File: config.mk
export PLATFORM = sky130hd
export DESIGN_NAME = ntsc_field_gen
export DESIGN_NICKNAME = d
export VERILOG_FILES = /design/src/rtl/ntsc_field_gen.sv
export SDC_FILE = /design/constraint.sdc
export NUM_CORES = 1
export LEC_CHECK = 0
export CELL_PAD_IN_SITES_DETAIL_PLACEMENT = 1
export CELL_PAD_IN_SITES_GLOBAL_PLACEMENT = 1
export CORE_ASPECT_RATIO = 1.75
export CORE_MARGIN = 8
export CORE_UTILIZATION = 46
export CTS_CLUSTER_DIAMETER = 40
export CTS_CLUSTER_SIZE = 8
export DETAILED_ROUTE_END_ITERATION = 12
export PLACE_DENSITY_LB_ADDON = 0.2
export SYNTH_ARGS = -nofsm -noshare
export SYNTH_HDL_FRONTEND = slang
export SYNTH_SLANG_ARGS = --single-unit
File: constraint.sdc
create_clock -name s00_axis_aclk -period 5.7 [get_ports s00_axis_aclk]
set_input_delay 1.425 -clock s00_axis_aclk [delete_from_list [all_inputs] [get_ports s00_axis_aclk]]
set_output_delay 1.425 -clock s00_axis_aclk [all_outputs]
set_load 0.01 [all_outputs]
File: src/rtl/ntsc_field_gen.sv
// NTSC composite field generator: equalisation, serrated vsync, blanking and active lines
// with optional interlace, AXIS pixel slots, underflow/SOF monitoring and a scaled colour burst.
`timescale 1ns/1ps
module ntsc_field_gen #(
  parameter int CLK_PERIOD_NS = 4,
  parameter int DATA_WIDTH    = 16,
  parameter int ACTIVE_WIDTH  = 720,
  parameter int ACTIVE_LINES  = 240,
  parameter int VBLANK_LINES  = 11,
  parameter bit INTERLACE     = 1'b1,
  parameter int BLANK_LEVEL   = 77,
  parameter int BURST_SHIFT   = 1
) (
  input  logic                  s00_axis_aclk,
  input  logic                  s00_axis_aresetn,
  input  logic                  enable,
  input  logic [DATA_WIDTH-1:0] s00_axis_tdata,
  input  logic                  s00_axis_tvalid,
  input  logic                  s00_axis_tuser,
  output logic                  s00_axis_tready,
  input  logic [DATA_WIDTH-1:0] burst_in,
  output logic [DATA_WIDTH-1:0] m00_axis_tdata,
  output logic                  m00_axis_tvalid,
  input  logic                  m00_axis_tready,
  output logic                  m00_axis_tlast,
  output logic                  m00_axis_tuser,
  output logic                  field_out,
  output logic                  underflow,
  output logic                  sof_err,
  output logic [2:0]            state_dbg
);

  localparam int DW       = DATA_WIDTH;
  localparam int SYNC_N   = 4700 / CLK_PERIOD_NS;
  localparam int BP1_N    = 500 / CLK_PERIOD_NS;
  localparam int BURST_N  = 2500 / CLK_PERIOD_NS;
  localparam int BP2_N    = 1700 / CLK_PERIOD_NS;
  localparam int VIS_N    = 52600 / CLK_PERIOD_NS;
  localparam int LINE_N   = 63500 / CLK_PERIOD_NS;
  localparam int HALF_N   = 31750 / CLK_PERIOD_NS;
  localparam int EQP_N    = 2350 / CLK_PERIOD_NS;
  localparam int PIX_N    = VIS_N / ACTIVE_WIDTH;

  localparam int CW = $clog2(LINE_N + 1);
  localparam int LW = $clog2(ACTIVE_LINES + VBLANK_LINES + 4);
  localparam int SW = $clog2(ACTIVE_WIDTH + 1);
  localparam int PW = $clog2(PIX_N + 1);

  localparam logic [CW-1:0] C_SYNC_END  = CW'(SYNC_N);
  localparam logic [CW-1:0] C_BP1_END   = CW'(SYNC_N + BP1_N);
  localparam logic [CW-1:0] C_BURST_END = CW'(SYNC_N + BP1_N + BURST_N);
  localparam logic [CW-1:0] C_BP2_END   = CW'(SYNC_N + BP1_N + BURST_N + BP2_N);
  localparam logic [CW-1:0] C_VIS_END   = CW'(SYNC_N + BP1_N + BURST_N + BP2_N + VIS_N);
  localparam logic [CW-1:0] C_LINE_LAST = CW'(LINE_N - 1);
  localparam logic [CW-1:0] C_HALF_LAST = CW'(HALF_N - 1);
  localparam logic [CW-1:0] C_EQP       = CW'(EQP_N);
  localparam logic [CW-1:0] C_VS_LOW    = CW'(HALF_N - SYNC_N);
  localparam logic [LW-1:0] L_EQ_LAST   = LW'(2);
  localparam logic [LW-1:0] L_ACT_LAST  = LW'(ACTIVE_LINES - 1);
  localparam logic [LW-1:0] L_VB_LAST   = LW'(VBLANK_LINES - 1);
  localparam logic [SW-1:0] S_WIDTH     = SW'(ACTIVE_WIDTH);
  localparam logic [PW-1:0] P_LAST      = PW'(PIX_N - 1);
  localparam logic [DW-1:0] BLANK_V     = DW'(BLANK_LEVEL);

  typedef enum logic [2:0] {
    S_IDLE    = 3'd0,
    S_PRE_EQ  = 3'd1,
    S_VSYNC   = 3'd2,
    S_POST_EQ = 3'd3,
    S_BLANK   = 3'd4,
    S_ACTIVE  = 3'd5
  } state_t;

  state_t          state;
  logic [CW-1:0]   cyc;
  logic            half;
  logic [LW-1:0]   line;
  logic [SW-1:0]   slot;
  logic [PW-1:0]   pix;
  logic [DW-1:0]   pix_hold;
  logic            field;

  logic            advance;
  logic            half_end;
  logic            line_end;
  logic            in_vis;
  logic            slot_start;
  logic            first_slot;
  logic            take;
  logic [DW-1:0]   sample_d;
  logic            last_d;
  logic            sof_d;
  logic [LW-1:0]   blank_last;
  logic [DW-1:0]   burst_v;
  logic signed [DW+1:0] burst_ext;
  logic signed [DW+1:0] burst_sum;

  // Handshakes: a beat moves on a clock edge where valid && ready. The output
  // stream may only move when the register is empty or the sink is ready, and
  // that same condition gates the entire timebase; the pixel source is offered
  // ready only on a slot's first cycle and only while the timebase can move.
  assign advance         = !m00_axis_tvalid || m00_axis_tready;
  assign s00_axis_tready = slot_start && advance;
  assign take            = s00_axis_tready && s00_axis_tvalid;
  assign state_dbg       = state;

  assign half_end   = (cyc == C_HALF_LAST);
  assign line_end   = (cyc == C_LINE_LAST);
  assign first_slot = (line == '0) && (slot == '0);
  assign blank_last = (INTERLACE && field) ? L_VB_LAST + LW'(1) : L_VB_LAST;

  // Burst is computed two bits wider so the offset sum cannot wrap before clamping.
  always_comb begin
    burst_ext = signed'({{2{burst_in[DW-1]}}, burst_in}) >>> BURST_SHIFT;
    burst_sum = burst_ext + signed'({2'b00, BLANK_V});
    if (burst_sum[DW+1])
      burst_v = '0;
    else if (burst_sum[DW])
      burst_v = '1;
    else
      burst_v = burst_sum[DW-1:0];
  end

  always_comb begin
    sample_d   = BLANK_V;
    last_d     = 1'b0;
    sof_d      = 1'b0;
    in_vis     = 1'b0;
    slot_start = 1'b0;
    case (state)
      S_IDLE: sample_d = '0;
      S_PRE_EQ, S_POST_EQ: begin
        if (cyc < C_EQP) sample_d = '0;
        last_d = half_end;
        sof_d  = (state == S_PRE_EQ) && (line == '0) && !half && (cyc == '0);
      end
      S_VSYNC: begin
        if (cyc < C_VS_LOW) sample_d = '0;
        last_d = half_end;
      end
      S_BLANK: begin
        if (cyc < C_SYNC_END) sample_d = '0;
        last_d = line_end;
      end
      S_ACTIVE: begin
        last_d = line_end;
        if (cyc < C_SYNC_END)
          sample_d = '0;
        else if (cyc >= C_BP1_END && cyc < C_BURST_END)
          sample_d = burst_v;
        else if (cyc >= C_BP2_END && cyc < C_VIS_END) begin
          in_vis = 1'b1;
          if (slot < S_WIDTH) begin
            if (pix == '0) begin
              slot_start = 1'b1;
              sample_d   = s00_axis_tvalid ? s00_axis_tdata : BLANK_V;
            end else begin
              sample_d = pix_hold;
            end
          end
        end
      end
      default: sample_d = '0;
    endcase
  end

  always_ff @(posedge s00_axis_aclk or negedge s00_axis_aresetn) begin
    if (!s00_axis_aresetn) begin
      state           <= S_IDLE;
      cyc             <= '0;
      half            <= 1'b0;
      line            <= '0;
      slot            <= '0;
      pix             <= '0;
      pix_hold        <= '0;
      field           <= 1'b0;
      m00_axis_tdata  <= '0;
      m00_axis_tvalid <= 1'b0;
      m00_axis_tlast  <= 1'b0;
      m00_axis_tuser  <= 1'b0;
      field_out       <= 1'b0;
      underflow       <= 1'b0;
      sof_err         <= 1'b0;
    end else if (advance) begin
      m00_axis_tvalid <= (state != S_IDLE);
      m00_axis_tdata  <= sample_d;
      m00_axis_tlast  <= last_d;
      m00_axis_tuser  <= sof_d;
      field_out       <= field;

      // A missed slot shows black for its whole width; the source is never caught up.
      if (slot_start) begin
        pix_hold <= take ? s00_axis_tdata : BLANK_V;
        if (!take) underflow <= 1'b1;
        if (take && (first_slot ? !s00_axis_tuser : s00_axis_tuser)) sof_err <= 1'b1;
      end
      if (in_vis && slot < S_WIDTH) begin
        if (pix == P_LAST) begin
          pix  <= '0;
          slot <= slot + SW'(1);
        end else begin
          pix <= pix + PW'(1);
        end
      end

      case (state)
        S_IDLE: begin
          if (enable) begin
            state <= S_PRE_EQ;
            cyc   <= '0;
            half  <= 1'b0;
            line  <= '0;
          end
        end
        S_PRE_EQ, S_VSYNC, S_POST_EQ: begin
          if (half_end) begin
            cyc  <= '0;
            half <= ~half;
            if (half) begin
              if (line == L_EQ_LAST) begin
                line <= '0;
                case (state)
                  S_PRE_EQ: state <= S_VSYNC;
                  S_VSYNC:  state <= S_POST_EQ;
                  default:  state <= S_BLANK;
                endcase
              end else begin
                line <= line + LW'(1);
              end
            end
          end else begin
            cyc <= cyc + CW'(1);
          end
        end
        S_BLANK: begin
          if (line_end) begin
            cyc <= '0;
            if (line == blank_last) begin
              line  <= '0;
              state <= S_ACTIVE;
            end else begin
              line <= line + LW'(1);
            end
          end else begin
            cyc <= cyc + CW'(1);
          end
        end
        S_ACTIVE: begin
          if (line_end) begin
            cyc  <= '0;
            slot <= '0;
            pix  <= '0;
            if (line == L_ACT_LAST) begin
              line  <= '0;
              half  <= 1'b0;
              field <= INTERLACE ? ~field : 1'b0;
              state <= enable ? S_PRE_EQ : S_IDLE;
            end else begin
              line <= line + LW'(1);
            end
          end else begin
            cyc <= cyc + CW'(1);
          end
        end
        default: state <= S_IDLE;
      endcase
    end
  end

endmodule
* Word-level counts from Yosys, hierarchy flattened
Index checks and enable logic that the tools add are counted.
** Word-level totals
- Bits of input ports :: 38
- Flip-flop bits (word level) :: 80
** Operators by class
- Magnitude comparators :: 8
- Muxes and demuxes :: 64
- Add/subtract/negate cells :: 5
- Reduce and logical (&&, ||, !) cells :: 34
- Eq/ne operators :: 19
- Bitwise logic cells :: 3
** Operator list (count)
- $mux W16 :: 9
- $mux W8 :: 8
- $pmux W16 S4 :: 1
- $mux W14 :: 3
- $pmux W14 S3 :: 1
- $mux W10 :: 4
- $pmux W8 S4 :: 1
- $lt A14 B11 Y1 const B :: 2
- $mux W3 :: 8
- $mux W7 :: 3
- $mux W5 :: 4
- $mux W1 :: 18
- $add A15 B8 Y16 const B :: 1
- $add A14 B1 Y14 const B :: 1
- $eq A14 B13 Y1 const B :: 1
- $eq A14 B14 Y1 const B :: 1
- $ge A14 B11 Y1 const B :: 1
- $ge A14 B12 Y1 const B :: 1
- $logic_not A14 Y1 :: 1
- $lt A14 B10 Y1 const B :: 1
- $lt A14 B13 Y1 const B :: 1
- $lt A14 B14 Y1 const B :: 1
- $pmux W3 S4 :: 1
- $add A10 B1 Y10 const B :: 1
- other kinds (33) :: 59

* Longest topological paths before layout
- Depth in word-level cells :: 11
- Depth in mapped cells :: 9
- Gate-level depth less buffers :: 8

* Least setup slack after synthesis
Ideal clock, no wire load.
- Path kind :: input to output
- Start :: input port m00_axis_tready
- End :: output port s00_axis_tready
- Arrival :: 2.204 ns
- Stages :: 5
- Buffers on the path :: 1
- Slack :: 2.071 ns
- Cell sequence :: nor2b_1 clkbuf_1 a21oi_1 nand3_2 inv_2
** On the way
- Cells in the longest elaborated chain, start to end :: 2
** RTL lines
- start, declared :: line 24 : input logic m00_axis_tready,
- $logic_or A1 B1 Y1 :: line 102 : assign advance = !m00_axis_tvalid || m00_axis_tready;
- $logic_and A1 B1 Y1 :: line 103 : assign s00_axis_tready = slot_start && advance;
- end, declared :: line 20 : output logic s00_axis_tready,
No other way between the ends.

* Final worst setup path
Ends and elaborated chain as after synthesis.

==> qor.txt <==
Slew @ Worst Pin - 1.033 ns
VDD IR max - 0.1712 mV
Congestion Overflow GR - 0
Async S/R FF share, synth - 100.0%
share of cells above drive strength 1 - 11.80%
antenna diode count - 0
Psw - 0.0004269 W
vias in the first global route - 5076
Fin Hold WS - 0.4709 ns
nets - 690
synthesized area - 0.005164 mm²
Gate power share - 13.7%
number of cells produced by synthesis - 589
Synth cell types - 74
Synth Net Count - 640
later-pin clock latency in the skew report - 0.35 ns
Sequential Power Share - 45.6%
Core Area - 0.01104 mm²
global-route wire length before repair - 25920 µm
Internal Power - 0.0009765 W
Reg2Reg Depth - 8
overall routing resource usage - 22.23%
Rows - 51
total power - 0.001403 W
leakage power - 2.523 nW
Die W - 96.09 µm
clk root buf - clkbuf_16
IO buf count - 62
Critical Path RT - 4.28 ns
Starting Density - 46.78%
setup violators final - 0
CTS resizes - 0
Clock power frac - 40.7%
R2R setup slack - 2.71 ns
post-place setup slack - 0.9793 ns
CP Launch Type - primary input
RSZ-0062 raised after global routing - no
Reg clk slew, reported paths - 0.07 ns
htree depth - 3
routed len/inst - 20.77 µm
setup TNS - 0 ns
DR iter-0 viols - 167
Clock Skew - 0.01133 ns
sequential area share after synthesis - 38.77%
Die H - 156.2 µm
EDFF count, synth - 0
switch share - 30.42%
PwrDens - 228.6 mW/mm²
crit path from - m00_axis_tready
CTS buffer count - 9
final design utilization - 55.62%
DRT Pass-1 Iters - 4
Mean Syn Cell Area - 8.767 µm²
Yosys warning count - 0
hold_buf cts - 0
Remaining DRCs - 0
R2R Path Start - cyc[1]
relative slew slack - 30.46%
Worst Path Max Fanout - 10
pin count of the biggest net entering global routing - 81
Detail Route Antenna Nets - 0
Critical Path Sink - s00_axis_tready
crit share post-route - 82.85%
status - complete, no violations
Setup crit end kind - output pin
Max Fclk - 211.8 MHz
DIE AREA - 0.01501 mm²
GP Congestion - 0.8807
arrival time at the worst endpoint - 3.30 ns
CTS sink count - 80
WL final - 16120 µm
Max Slew Vio Count - 0
Via density - 6.066
Main synth FF type - dfrtp_1
hold crit path type - flop to flop
Hold Vio Cnt, Final - 0
Detailed Place HPWL - 12210 µm
post-synthesis register bit count - 80
vias - 4707
Fill cells - 1278
TritonCTS clock tree - done
critical path type - primary input to output pin
Max-Cap Viols - 0
final worst slack - 0.9777 ns
# IOs - 64
Final min period - 4.722 ns
Worst R2R End - slot[9]
initial antenna violation count - 0
setup repair bufs after CTS - 0
Layout area overhead - 18.90%
Clock Path Buffers - 2
worst max-delay path: stages:
cell and delay [ns]:
clkdlybuf4s50_1 0.49, nor2b_2 0.05, a21oi_1 0.21, nand3_2 0.26, inv_2 0.26, clkdlybuf4s50_1 0.60
per-layer routing:
metal,part of all wire (%),track usage (%)
met5,0,0
met4,3.2,10.39
met3,3.3,2.747
met2,56,41.47
met1,38,23.23
layout by cell type (no fill, tap or decap), drive strengths merged, types with 11 or more instances in the layout:
cell           count
nand2             66
dfrtp             80
xor2              17
nor2              54
nand3             27
a21oi             29
nand4             12
nor3              16
o21ai             50
inv               23
o31ai             21
xnor2             11
ha                13
clkdlybuf4s50     61
state kept, by name, summed over array words and instances (netlist names):
name	flops
slot	10
sof_err	1
pix_hold	16
pix	5
cyc	14
m00_axis_tvalid	1
half	1
state_dbg	3
underflow	1
m00_axis_tdata	16
field_out	1
field	1
line	8
m00_axis_tlast	1
m00_axis_tuser	1
cells in the mapped netlist (3+ instances only):
cell type | number | area, µm²
xor2_1 | 17 | 148.9
mux2i_1 | 3 | 30.03
and2_1 | 6 | 37.54
inv_1 | 17 | 63.81
buf_2 | 14 | 70.07
nor2_1 | 54 | 202.7
nor3b_1 | 5 | 37.54
o31ai_1 | 21 | 157.7
o21ai_0 | 47 | 235.2
or3_1 | 3 | 18.77
a31oi_1 | 9 | 56.30
nor4_1 | 5 | 31.28
a21o_1 | 4 | 30.03
a21oi_1 | 28 | 140.1
o21a_1 | 3 | 22.52
a221o_2 | 9 | 101.4
nand2b_1 | 6 | 37.54
nand3_1 | 25 | 125.1
nor3_1 | 14 | 70.07
dfrtp_1 | 80 | 2002
a21o_2 | 5 | 43.79
nand2_1 | 66 | 247.7
mux2_2 | 9 | 101.4
and3_1 | 7 | 43.79
xnor2_1 | 11 | 96.34
ha_1 | 13 | 162.7
nand3b_1 | 3 | 22.52
nand4_1 | 12 | 75.07
nor2b_1 | 10 | 62.56
a31o_2 | 6 | 52.55
a211oi_1 | 5 | 37.54
clkbuf_1 | 14 | 52.55
o211ai_1 | 4 | 30.03
buf_6 | 3 | 33.78
nor4b_1 | 3 | 26.28
metrics by stage:
stage	cells	instance area, µm²
after floorplan	589	5164
after global placement	760	5853
after detailed placement	760	5853
after CTS	776	6140
after global routing	776	6140
final	776	6140
power by group through the flow:
stage	clock, W	combinational [W]	sequential [W]
floorplan	0	0.000156	0.000613
global placement	0	0.000183	0.000649
detailed placement	0	0.000192	0.000650
CTS	0.000582	0.000194	0.000639
global route	0.000597	0.000212	0.000647
finish	0.000571	0.000193	0.000640
worst min path at each step:
stage / startpoint / endpoint / slack [ns] / cells after the start
after floorplan: pix_hold[11] / pix_hold[11] / 0.47 / 2
after global placement: underflow / underflow / 0.46 / 1
after detailed placement: field_out / field_out / 0.46 / 2
after CTS: field_out / field_out / 0.48 / 2
after global routing: field_out / field_out / 0.50 / 2
final: field_out / field_out / 0.47 / 2
logic make-up (layout without fill, tap and decap cells):
group,count (synthesis),after routing,share of synthesized area (%)
muxes,12,12,2.544
AOI/OAI and AO/OA,167,167,22.24
adders and majority gates,13,13,3.150
buffers and inverters,50,105,4.483
DFF,80,80,38.77
and+or+nand+nor,239,239,24.06
xor gates and xnor gates,28,28,4.749
area by class of cell:
type / count / area, µm² / share of cell area, %
Multi-Input combinational cell: 459 / 2933 / 47.77
Clock inverter: 7 / 61.31 / 0.9986
Clock buffer: 9 / 225.2 / 3.668
Inverter: 18 / 67.56 / 1.100
Sequential cell: 80 / 2002 / 32.61
Timing Repair Buffer: 71 / 685.7 / 11.17
Tap cell: 132 / 165.2 / 2.690
(Power assumes the default switching activity.)
==> RTL change (config.mk and constraints unchanged) <==
`INTERLACE`: 1'b1 -> 1'b0.
--- a/src/rtl/ntsc_field_gen.sv
+++ b/src/rtl/ntsc_field_gen.sv
@@ -8,5 +8,5 @@
   parameter int ACTIVE_LINES  = 240,
   parameter int VBLANK_LINES  = 11,
-  parameter bit INTERLACE     = 1'b1,
+  parameter bit INTERLACE     = 1'b0,
   parameter int BLANK_LEVEL   = 77,
   parameter int BURST_SHIFT   = 1
Formal check against the unedited RTL: same outputs for any inputs over 10 cycles, from zero or initial values and one cycle with s00_axis_aresetn low; that may be too few to reach the edited logic, so the function may still have changed.
==> RTL change against the original RTL <==
Area after synthesis fell by 4.7%. Setup slack worse by 61 ps. Synthesized cell count increased by 1.0%. Clock skew down 3.4 ps. Sequential cell count fell by 2. Routed wire length fell by 3.9%. Design area down 3.5%. Sequential share of layout area increased by 0.35 points. Critical endpoint unchanged. Highest routed layer unchanged.
Power is not compared: it rests on default switching activity, and its combinational part moved more than twofold at a synthesized area within 25%.
==> RTL change: results (changes against the original RTL) <==
min_from: "underflow"
cts_setup_buffers: 0  # unchanged
pre_cts_ws_ps: 921  # -58.5 ps
routabilityCongestion: 0.836  # -5.1%
vias: 4705  # -0.042%
synth_compound_area_share_pct: 20.0  # -2.2 points
yosysWarnings: 0  # unchanged
r2r-start: "cyc[7]"
layout-drive-gt1-share_pct: 6.05  # -5.8 points
max_slew_margin_pct: 19.9  # -11 points
drt_iter0_markers: 160  # -4.2%
groute.usage.overall_pct: 22.2  # about the same
clk_path_buf_depth: 2  # unchanged
muxShareOfSynthArea_pct: 0.407  # -2.1 points
crit_fanout: 6  # -4
ys_top_cells_by_count: "dfrtp_1, nand2_1, o21ai_0, nor2_1, nand3_1"
grt_pass1_vias: 5107  # +0.61%
htree_levels: 3  # unchanged
antenna_found_initial: 0  # unchanged
fin_skew_ps: 7.88  # -3.45 ps
post-dp-hpwl_um: 11300  # -7.1%
cts_resized: 0  # unchanged
cts-root-buf: "clkbuf_16"
grt_max_degree: 79  # -2.5%
syn_nets: 646  # +0.94%
synth_adder_area_share_pct: 3.30  # +0.15 points
place_area_um2: 5610  # -4.2%
synth_ff_type: "dfrtp_1"
grt_first_pass_wirelength_um: 25500  # -1.8%
crit_arrival_ps: 3360  # +60 ps
status: "complete, no violations"
io_buffers: 61  # -1.6%
yosysSeqAreaShare_pct: 39.7  # +0.89 points
cts_buffers: 9  # unchanged
nets: 691  # +0.14%
synthesis.area_um2: 4920  # -4.7%
synth_xor_area_share_pct: 5.16  # +0.41 points
min_path_type: "flip-flop to flip-flop"
num_antenna_cells: 0  # unchanged
synthTopCellsByArea: "dfrtp_1, o21ai_0, nand2_1"
drt-pass1-iter-count: 5  # +1
drt_wl_total_um: 15500  # -3.9%
synth_cell_types: 67  # -9.5%
-- RTL change: changes by cell type after synthesis, sizes merged, moves of 6 or more --
cell and change:
nor2b -6, buf -12, nand3 +6, clkbuf +13, a221o -10, o31ai -12
o21ai +14, a22oi +10, mux2 -9, inv +11, nand2 +7
-- RTL change: power breakdown --
group	internal [µW]	leakage [µW]	switching, µW
clock	383	0.000152	238
combinational	203	0.00141	330
sequential	601	0.000997	97.7
total	1190	0.00255	666
-- RTL change: logic make-up (layout without fill, tap and decap cells) --
group           count (synthesis)  after routing
mux                             2              2
compound gates                154            154
simple gates                  256            256
other cells                     1              1
buf+inv                        62            112
xor+xnor                       29             29
fa+ha+maj                      13             13
flops                          78             78
-- RTL change: worst max-delay path: cells and delay by family --
family | cells | cell delay, ps
buffers and inverters | 2 | 1070
AND/OR/NAND/NOR | 3 | 850
-- RTL change: path summary, 6_finish.rpt --
path | end | slack (ps) | cells after the start
min in group asynchronous | line[0] | 1260 | 1
max in group asynchronous | cyc[5] | 3770 | 1
max reg2reg | line[7] | 2540 | 6
min reg2reg | underflow | 460 | 1
max | s00_axis_tready | 920 | 5
min | underflow | 460 | 1
-- RTL change: layer usage --
layer	vias to the layer above	part of all wire, %	track usage [%]
met5	-	0	0
met4	0	3.2	11.3
met3	37	3.7	4.27
met2	99	56	40.6
met1	2367	37	22.8
li1	2202	-	-
-- RTL change: metrics by stage --
stage / util (%) / power, µW / instances
4_1_cts: 56.0 / 1860 / 775
3_5_place_dp: 53.0 / 1240 / 759
6_report: 56.0 / 1850 / 775
3_3_place_gp: 53.0 / 1210 / 759
5_1_grt: 56.0 / 1950 / 775
2_1_floorplan: - / 1020 / 595
-- RTL change: area by class of cell --
class	instances	area [µm²]
fillers	1281	4650
multi-input cells	455	2730
well taps	130	163
inverters	29	109
flip-flops and latches	78	1950
clock inverters	6	86.3
clock buffers	10	229
repair buffers	67	653
